===== src/rtl/fp_rnd_pipe.sv =====
// fp_rnd_pipe: two-stage IEEE-754 single-precision rounding and packing unit.
//
// Stage 1 denormalizes (when the biased exponent is <= 0) and rounds the
// significand. Stage 2 classifies special cases, detects overflow and packs
// the 32-bit result together with the {NV,DZ,OF,UF,NX} exception flags.
//
// Ports:
//   clock, reset            rising-edge clock, synchronous active-high reset
//   in_valid / in_ready     input handshake
//   in_sig                  sign
//   in_expo [9:0]           biased exponent, two's complement (-64..511)
//   in_mant [24:0]          significand, [23] hidden bit, [24] unused (zero)
//   in_grs  [2:0]           guard, round, sticky
//   in_rm   [2:0]           0 RNE, 1 RTZ, 2 RDN, 3 RUP, 4 RMM, 5-7 RNE
//   in_snan..in_zero        special-case markers
//   out_valid / out_ready   output handshake
//   out_result [31:0]       packed single
//   out_flags  [4:0]        {NV,DZ,OF,UF,NX}
module fp_rnd_pipe (
  input  logic        clock,
  input  logic        reset,
  input  logic        in_valid,
  output logic        in_ready,
  input  logic        in_sig,
  input  logic [9:0]  in_expo,
  input  logic [24:0] in_mant,
  input  logic [2:0]  in_grs,
  input  logic [2:0]  in_rm,
  input  logic        in_snan,
  input  logic        in_qnan,
  input  logic        in_dbz,
  input  logic        in_infs,
  input  logic        in_zero,
  output logic        out_valid,
  input  logic        out_ready,
  output logic [31:0] out_result,
  output logic [4:0]  out_flags
);

  typedef enum logic [2:0] {
    RmRne = 3'd0,
    RmRtz = 3'd1,
    RmRdn = 3'd2,
    RmRup = 3'd3,
    RmRmm = 3'd4
  } rm_e;

  // ---------------------------------------------------------------------------
  // Stage 1: denormalize and round (combinational, registered into r1_*)
  // ---------------------------------------------------------------------------
  logic        w_denorm;
  logic [10:0] w_shamt_full;
  logic [4:0]  w_shamt;
  logic [26:0] w_pre;
  logic [26:0] w_shifted;
  logic        w_lost;
  logic [23:0] w_m;
  logic        w_g, w_r, w_s;
  logic        w_tiny;
  logic        w_inexact;
  logic        w_inc;
  logic [24:0] w_sum;
  logic [9:0]  w_exp;
  logic [22:0] w_frac;
  rm_e         w_rm;
  logic        w_unused;

  assign w_unused = in_mant[24];

  always_comb begin
    w_pre        = {in_mant[23:0], in_grs};
    w_denorm     = in_expo[9] | (in_expo == 10'd0);
    // 1 - expo, sign-extended so that expo = -64 gives 65
    w_shamt_full = 11'd1 - {in_expo[9], in_expo};
    w_shamt      = (w_shamt_full > 11'd26) ? 5'd26 : w_shamt_full[4:0];
    w_shifted    = w_pre >> w_shamt;
    // Bits that fall off the bottom fold into sticky
    w_lost       = |(w_pre & ~(27'h7FF_FFFF << w_shamt));

    if (w_denorm) begin
      {w_m, w_g, w_r, w_s} = {w_shifted[26:1], w_shifted[0] | w_lost};
    end else begin
      {w_m, w_g, w_r, w_s} = w_pre;
    end

    w_tiny    = w_denorm & (|{w_m, w_g, w_r, w_s});
    w_inexact = w_g | w_r | w_s;

    case (in_rm)
      3'd1:    w_rm = RmRtz;
      3'd2:    w_rm = RmRdn;
      3'd3:    w_rm = RmRup;
      3'd4:    w_rm = RmRmm;
      default: w_rm = RmRne;
    endcase

    case (w_rm)
      RmRtz:   w_inc = 1'b0;
      RmRdn:   w_inc = in_sig & w_inexact;
      RmRup:   w_inc = ~in_sig & w_inexact;
      RmRmm:   w_inc = w_g;
      default: w_inc = w_g & (w_m[0] | w_r | w_s);
    endcase

    w_sum  = {1'b0, w_m} + {24'd0, w_inc};
    w_exp  = w_denorm ? 10'd0 : in_expo;
    w_frac = w_sum[22:0];
    if (w_sum[24]) begin
      // Carry out of the significand: renormalize
      w_exp  = w_exp + 10'd1;
      w_frac = w_sum[23:1];
    end else if (w_denorm && w_sum[23]) begin
      // Subnormal rounded up into the smallest normal
      w_exp = 10'd1;
    end
  end

  logic        r1_valid;
  logic        r1_sig;
  logic [9:0]  r1_exp;
  logic [22:0] r1_frac;
  logic        r1_inexact;
  logic        r1_tiny;
  rm_e         r1_rm;
  logic        r1_snan, r1_qnan, r1_dbz, r1_infs, r1_zero;

  // ---------------------------------------------------------------------------
  // Stage 2: classify and pack (combinational, registered into outputs)
  // ---------------------------------------------------------------------------
  logic        w_to_max;
  logic [31:0] w_res;
  logic [4:0]  w_flg;

  always_comb begin
    // Overflow saturates to the largest finite value when rounding toward zero
    w_to_max = (r1_rm == RmRtz) | ((r1_rm == RmRdn) & ~r1_sig) |
               ((r1_rm == RmRup) & r1_sig);
    w_res    = {r1_sig, r1_exp[7:0], r1_frac};
    w_flg    = {3'b000, r1_tiny & r1_inexact, r1_inexact};
    if (r1_snan) begin
      w_res = 32'h7FC0_0000;
      w_flg = 5'b10000;
    end else if (r1_qnan) begin
      w_res = 32'h7FC0_0000;
      w_flg = 5'b00000;
    end else if (r1_dbz) begin
      w_res = {r1_sig, 8'hFF, 23'd0};
      w_flg = 5'b01000;
    end else if (r1_infs) begin
      w_res = {r1_sig, 8'hFF, 23'd0};
      w_flg = 5'b00000;
    end else if (r1_zero) begin
      w_res = {r1_sig, 31'd0};
      w_flg = 5'b00000;
    end else if (r1_exp >= 10'd255) begin
      w_res = w_to_max ? {r1_sig, 31'h7F7F_FFFF} : {r1_sig, 8'hFF, 23'd0};
      w_flg = 5'b00101;
    end
  end

  // ---------------------------------------------------------------------------
  // Pipeline control
  // ---------------------------------------------------------------------------
  logic r2_valid;
  logic w_adv1, w_adv2;

  assign w_adv2    = ~r2_valid | out_ready;
  assign w_adv1    = ~r1_valid | w_adv2;
  assign in_ready  = w_adv1;
  assign out_valid = r2_valid;

  always_ff @(posedge clock) begin
    if (reset) begin
      r1_valid   <= 1'b0;
      r1_sig     <= 1'b0;
      r1_exp     <= 10'd0;
      r1_frac    <= 23'd0;
      r1_inexact <= 1'b0;
      r1_tiny    <= 1'b0;
      r1_rm      <= RmRne;
      r1_snan    <= 1'b0;
      r1_qnan    <= 1'b0;
      r1_dbz     <= 1'b0;
      r1_infs    <= 1'b0;
      r1_zero    <= 1'b0;
      r2_valid   <= 1'b0;
      out_result <= 32'd0;
      out_flags  <= 5'd0;
    end else begin
      if (w_adv1) begin
        r1_valid <= in_valid;
        if (in_valid) begin
          r1_sig     <= in_sig;
          r1_exp     <= w_exp;
          r1_frac    <= w_frac;
          r1_inexact <= w_inexact;
          r1_tiny    <= w_tiny;
          r1_rm      <= w_rm;
          r1_snan    <= in_snan;
          r1_qnan    <= in_qnan;
          r1_dbz     <= in_dbz;
          r1_infs    <= in_infs;
          r1_zero    <= in_zero;
        end
      end
      if (w_adv2) begin
        r2_valid <= r1_valid;
        if (r1_valid) begin
          out_result <= w_res;
          out_flags  <= w_flg;
        end
      end
    end
  end

endmodule


===== config.mk =====
export PLATFORM = sky130hd
export DESIGN_NAME = fp_rnd_pipe
export DESIGN_NICKNAME = d
export VERILOG_FILES = /design/src/rtl/fp_rnd_pipe.sv
export SDC_FILE = /design/constraint.sdc
export NUM_CORES = 1
export LEC_CHECK = 0
export CELL_PAD_IN_SITES_DETAIL_PLACEMENT = 2
export CELL_PAD_IN_SITES_GLOBAL_PLACEMENT = 2
export CORE_ASPECT_RATIO = 1.2
export CORE_MARGIN = 8
export CORE_UTILIZATION = 29
export CTS_CLUSTER_DIAMETER = 150
export DETAILED_ROUTE_END_ITERATION = 12
export PLACE_DENSITY = 0.81
export SLEW_MARGIN = 20
export SYNTH_ARGS = -nofsm -noshare
export SYNTH_HDL_FRONTEND = slang
export SYNTH_SLANG_ARGS = --single-unit

===== constraint.sdc =====
create_clock -name clock -period 7 [get_ports clock]
set_input_delay 1.05 -clock clock [delete_from_list [all_inputs] [get_ports clock]]
set_output_delay 1.05 -clock clock [all_outputs]
set_load 0.1 [all_outputs]

==> run metrics, run 1 <==
status=finished clean; Routed Antenna Nets=0; Nets=1,157; crit path kind=in2reg; Clk Latency, worst-skew pair=0.35 ns; Max FO, Critical Path=21; period utilization=0.956; Primary FF master, synth=dfxtp_1; final setup fails=0; die height=184 µm; Max Cap Viol=0; Placeable Area=23,200 µm²; Final Cell Area=roughly 8900 µm²; diode count=0; Hold Crit Class=reg2reg; synth warn=0; max incr delay on CP=0.54 ns; synth cell count leaders=nand2_1 (149), a21oi_1 (91), dfxtp_1 (83), o21ai_0 (83), nor2_1 (76); H-tree depth=3; vias in the first global route=9,431; CTS tree=built; Post-Syn Instances=983; synthesized area=6850 µm²; Die X=156 µm; post-synth net total=between 1,000 and 1,500; # resized after CTS=0; Final min period=6.69 ns; count of input and output buffers=88; crit end category=flip-flop; sequential fraction of the synthesis area=0.242; DP Area=~8600 µm²; io pins=90; cts hold-fix bufs=0; Power per Cell Area=roughly 160 nW/µm²; initial antenna violation count=0; Final WS setup=0.311 ns; vias per std cell=6.10; layout cells sized above 1=0.136; final WL=approximately 37,000 µm; slew margin rel.=0.289; mean area per synthesized cell=approximately 7 µm²; Tot Pwr=between 1000 and 1500 µW; Final Skew=between 0.009 and 0.01 ns; largest net degree at the start of global routing=67; Starting Density=0.295; P&R area growth vs syn=30.2%; achievable clock frequency=around 0.15 GHz; gr ovfl total=0; crit path max-delay cell type=or4_1; required time worst endpoint=7.25 ns; number of synthesized flops with an enable pin=0; clk sinks=83; worst slew pin tran=1.06 ns; synth top area cells=dfxtp_1 (24%), nand2_1 (8.2%), a21oi_1 (6.6%), o21ai_0 (6.1%), nor2_1 (4.2%); Worst-path clk slew=around 0.060 ns; cell with the most instances after synthesis=nand2_1; root buf cell=clkbuf_16; CTS Buf Count=9; drt pass-1 iters=4; Yosys top cell area share=0.242; vias=8,675; LEAKAGE=roughly 0.0032 µW; Max rail drop VDD=roughly 87 µV; Hold Violations, Final=0; Worst EP arrival=6.94 ns; # Post-CTS Setup Buffers=0; site row count=61; Iteration-0 DRC Markers=427; WHS=around 0.45 ns; DRC viols=0; Startpoint Class=primary input; final core utilization=0.384; Die Footprint=28,800 µm²; GRT Total Usage=0.253; Async SR Flop Fraction=0; first-pass GRT wire length=approximately 57,000 µm; CTS Buffer Depth=2; DP Worst Slack=-0.202 ns; Final Wtd Congestion=1.01; Yosys reg bits=just over 80; Final Max Slew Viols=0; cell taking the most area after synthesis=dfxtp_1; Cell variety after synth=87; WL/cell=around 26 µm; hpwl dp=27,700 µm
[cells in the final DEF (no fill, tap or decap), types with 14 or more instances in the layout]
master,synthesis,layout
nor4_1,16,15
clkdlybuf4s50_1,0,85
buf_4,0,92
a211oi_1,26,26
a21oi_1,91,90
nor3_1,33,31
nand2_1,149,149
o21ai_0,83,81
mux2i_1,20,20
nor2_1,76,76
nand4_1,16,16
xor2_1,15,15
and2_1,14,14
dfxtp_1,83,83
a31oi_1,22,21
nand3_1,39,39
[cell type report]
| class | count | area (µm²) |
|---|---|---|
| fill | 2807 | 14300 |
| clock inverter | 4 | 73.8 |
| tap | 315 | 394 |
| inverter | 12 | 45.0 |
| multi-input combinational | 811 | 4870 |
| sequential | 83 | 1660 |
| timing repair buffer | 184 | 1630 |
| clock buffer | 12 | 246 |
[path summary, 6_finish.rpt]
| check | startpoint | endpoint | slack (ns) | depth (start not counted) |
|---|---|---|---|---|
| hold / removal | out_result[9] | out_result[9] | 0.45 | 2 |
| setup / recovery | in_expo[2] | r1_frac[21] | 0.31 | 27 |
| setup reg to reg | out_valid | out_result[19] | 3.68 | 7 |
| hold reg to reg | out_result[9] | out_result[9] | 0.45 | 2 |
[metal layers]
metal,part of all wire,GRT usage
met3,0.037,0.0260
met5,0,0
met2,0.51,0.462
met1,0.40,0.283
met4,0.051,0.139
[cell families after synthesis]
family | after synthesis | synth area share
adders and majority gates | 5 | 0.00913
buffers and inverters | 89 | 0.0533
AOI/OAI and AO/OA | 341 | 0.322
xor gates and xnor gates | 25 | 0.0319
DFF | 83 | 0.242
muxes | 24 | 0.0374
and+or+nand+nor | 416 | 0.304
[flip-flops by register name, indices dropped and copies added, names as in the netlist]
signal	cells
r1_qnan	1
r1_frac	23
r1_dbz	1
r1_rm	3
r1_valid	1
r1_zero	1
r1_tiny	1
r1_inexact	1
r1_sig	1
r1_exp	10
out_result	32
out_flags	5
out_valid	1
r1_snan	1
r1_infs	1
[power by group]
| group | internal (µW) | switching, µW |
|---|---|---|
| logic | 139 | 294 |
| registers | 493 | 15.3 |
| clock network | 322 | 192 |
| total | 954 | 501 |
[metrics by stage]
step                      cells  setup TNS, ns
after global routing       1421        -0.0494
after floorplan             983              0
after global placement     1405              0
after detailed placement   1405          -1.26
final                      1421              0
after CTS                  1421              0
[worst max-delay path: cells and delay by family]
| family | cells | cell delay (ns) |
|---|---|---|
| buffers and inverters | 7 | 1.50 |
| adders and majority gates | 3 | 0.61 |
| AOI/OAI and AO/OA | 9 | 2.06 |
| xor gates and xnor gates | 1 | 0.18 |
| and+or+nand+nor | 7 | 1.54 |
(Power assumes the default switching activity.)
==> run 2: changes to the inputs <==
--- a/config.mk
+++ b/config.mk
@@ -9,10 +9,10 @@
 export CELL_PAD_IN_SITES_GLOBAL_PLACEMENT = 2
 export CORE_ASPECT_RATIO = 1.2
 export CORE_MARGIN = 8
-export CORE_UTILIZATION = 29
+export CORE_UTILIZATION = 30
 export CTS_CLUSTER_DIAMETER = 150
 export DETAILED_ROUTE_END_ITERATION = 12
-export PLACE_DENSITY = 0.81
+export PLACE_DENSITY = 0.8
 export SLEW_MARGIN = 20
 export SYNTH_ARGS = -nofsm -noshare
 export SYNTH_HDL_FRONTEND = slang
==> constraint.sdc (replaced) <==
create_clock -name clock -period 6.7 [get_ports clock]
set_input_delay 1.005 -clock clock [delete_from_list [all_inputs] [get_ports clock]]
set_output_delay 1.005 -clock clock [all_outputs]
set_load 0.1 [all_outputs]
==> run metrics, run 2 (synthesis gave the netlist of run 1 again) <==
Final Max Slew Viols=0; slew margin rel.=0.261; worst slew pin tran=1.10 ns; Placeable Area=22,400 µm²; achievable clock frequency=approximately 0.15 GHz; status=finished clean; Hold Crit Class=reg2reg; WL/cell=about 26 µm; Clk Latency, worst-skew pair=~0.35 ns; Layout Cells excl Fill=1,447; max reg flops=32; required time worst endpoint=6.94 ns; final setup fails=0; cell mode on critical path=buf_4; Startpoint Class=primary input; vias in the first global route=between 9,000 and 10,000; Buf/Inv on CP=6; most frequent cells in the layout=buf_4 (153), nand2_1 (149), a21oi_1 (90), clkdlybuf4s50_1 (85), dfxtp_1 (83); count of input and output buffers=88; largest registers=out_result (32), r1_frac (23), r1_exp (10); GRT Total Usage=0.268; Power per Cell Area=between 150 and 200 nW/µm²; Routed Antenna Nets=0; Final min period=6.49 ns; crit path kind=in2reg; layout cells sized above 1=0.190; max incr delay on CP=0.55 ns; diode count=0; CTS Buf Count=9; commonest non-fill, non-tap cell in the layout=buf_4; Max rail drop VDD=~110 µV; site row count=60; Reg2Reg Depth=7; hold wc startpoint=out_result[7]; drt pass-1 iters=4; LEAKAGE=0.00350 µW; hold path cells=2; Tot Pwr=1550 µW; CTS Buffer Depth=2; Worst R2R Start=out_valid; Max FO, Critical Path=14; cts hold-fix bufs=0; io pins=90; Iteration-0 DRC Markers=approximately 470; Max Cap Viol=0; root buf cell=clkbuf_16; r2r endpoint=out_result[21]; hpwl dp=29,000 µm; Worst-path clk slew=~0.070 ns; DRC viols=0; first-pass GRT wire length=a little under 60,000 µm; Worst EP arrival=around 6.7 ns; Final WS setup=about 0.21 ns; largest net degree at the start of global routing=67; placed insts=1,430; Die Footprint=28,000 µm²; vias per std cell=about 6.1; Nets=1,219; worst hold endpoint=out_result[7]; Final Cell Area=9420 µm²; Hold Violations, Final=0; clk sinks=83; final WL=38,000 µm; Final Wtd Congestion=1.03; crit end category=flip-flop; Final Skew=0.00916 ns; initial antenna violation count=0; period utilization=0.969; DP Area=approximately 9000 µm²; final core utilization=0.420; die height=182 µm; Most flops, register=out_result; Die X=about 150 µm; flop2flop setup slack=3.37 ns; DP Worst Slack=-0.368 ns; vias=just under 9,000; Starting Density=0.305; CTS tree=built; P&R area growth vs syn=37.4%; H-tree depth=3; crit path max-delay cell type=or4_4; CP top delay family=simple AND/OR/NAND/NOR gates; gr ovfl total=0
run 2: area by class of cell:
type                       instances  area (µm²)
clock buffer                       9         225
sequential                        83        1660
tap                              279         349
fill                            2614       13000
timing repair buffer             246        2110
inverter                          12        45.0
multi-input combinational        811        4920
clock inverter                     7         101
run 2: power by group:
part / switching, µW / internal, µW / leakage [µW]
Sequential: 15.5 / 515 / 0.000678
Combinational: 315 / 163 / 0.00267
Clock: 212 / 329 / 0.000152
run 2: how the worst max path moves through the flow:
stage	from	depth (start not counted)	endpoint	slack [ns]
detailed placement	in_expo[2]	25	r1_frac[10]	-0.37
finish	in_expo[2]	25	r1_frac[10]	0.21
CTS	in_expo[2]	23	r1_frac[18]	0.03
global placement	in_expo[4]	25	r1_frac[10]	-0.18
global route	in_expo[2]	26	r1_frac[18]	-0.02
floorplan	in_expo[1]	27	r1_frac[18]	0.03
run 2: stage by stage:
stage          hold WS [ns]  setup TNS (ns)
2_1_floorplan         0.420               0
3_3_place_gp          0.435           -1.53
3_5_place_dp          0.448           -7.00
4_1_cts               0.456               0
5_1_grt               0.482         -0.0548
6_report              0.454               0
run 2: worst register-to-register path: cells and delay by family (launching register included):
| kind | cells | cell delay [ns] |
|---|---|---|
| flip-flops | 1 | 0.32 |
| AND/OR/NAND/NOR | 5 | 2.42 |
| AO/OA/AOI/OAI | 2 | 0.52 |
run 2: metal layers:
metal  GRT usage  vias to the layer above  wire length [µm]
met4       0.172                        0              2510
li1            -                     4021                 -
met3      0.0314                      130              1630
met5           0                        -                 0
met2       0.485                      297             19200
met1       0.291                     4441             14700
run 2: timing repair:
action,in CTS,in global routing
hold endpoints to repair,0,0
setup endpoints to repair,4,30
setup buffers,0,1
pin swaps,0,3
resized for setup,2,15
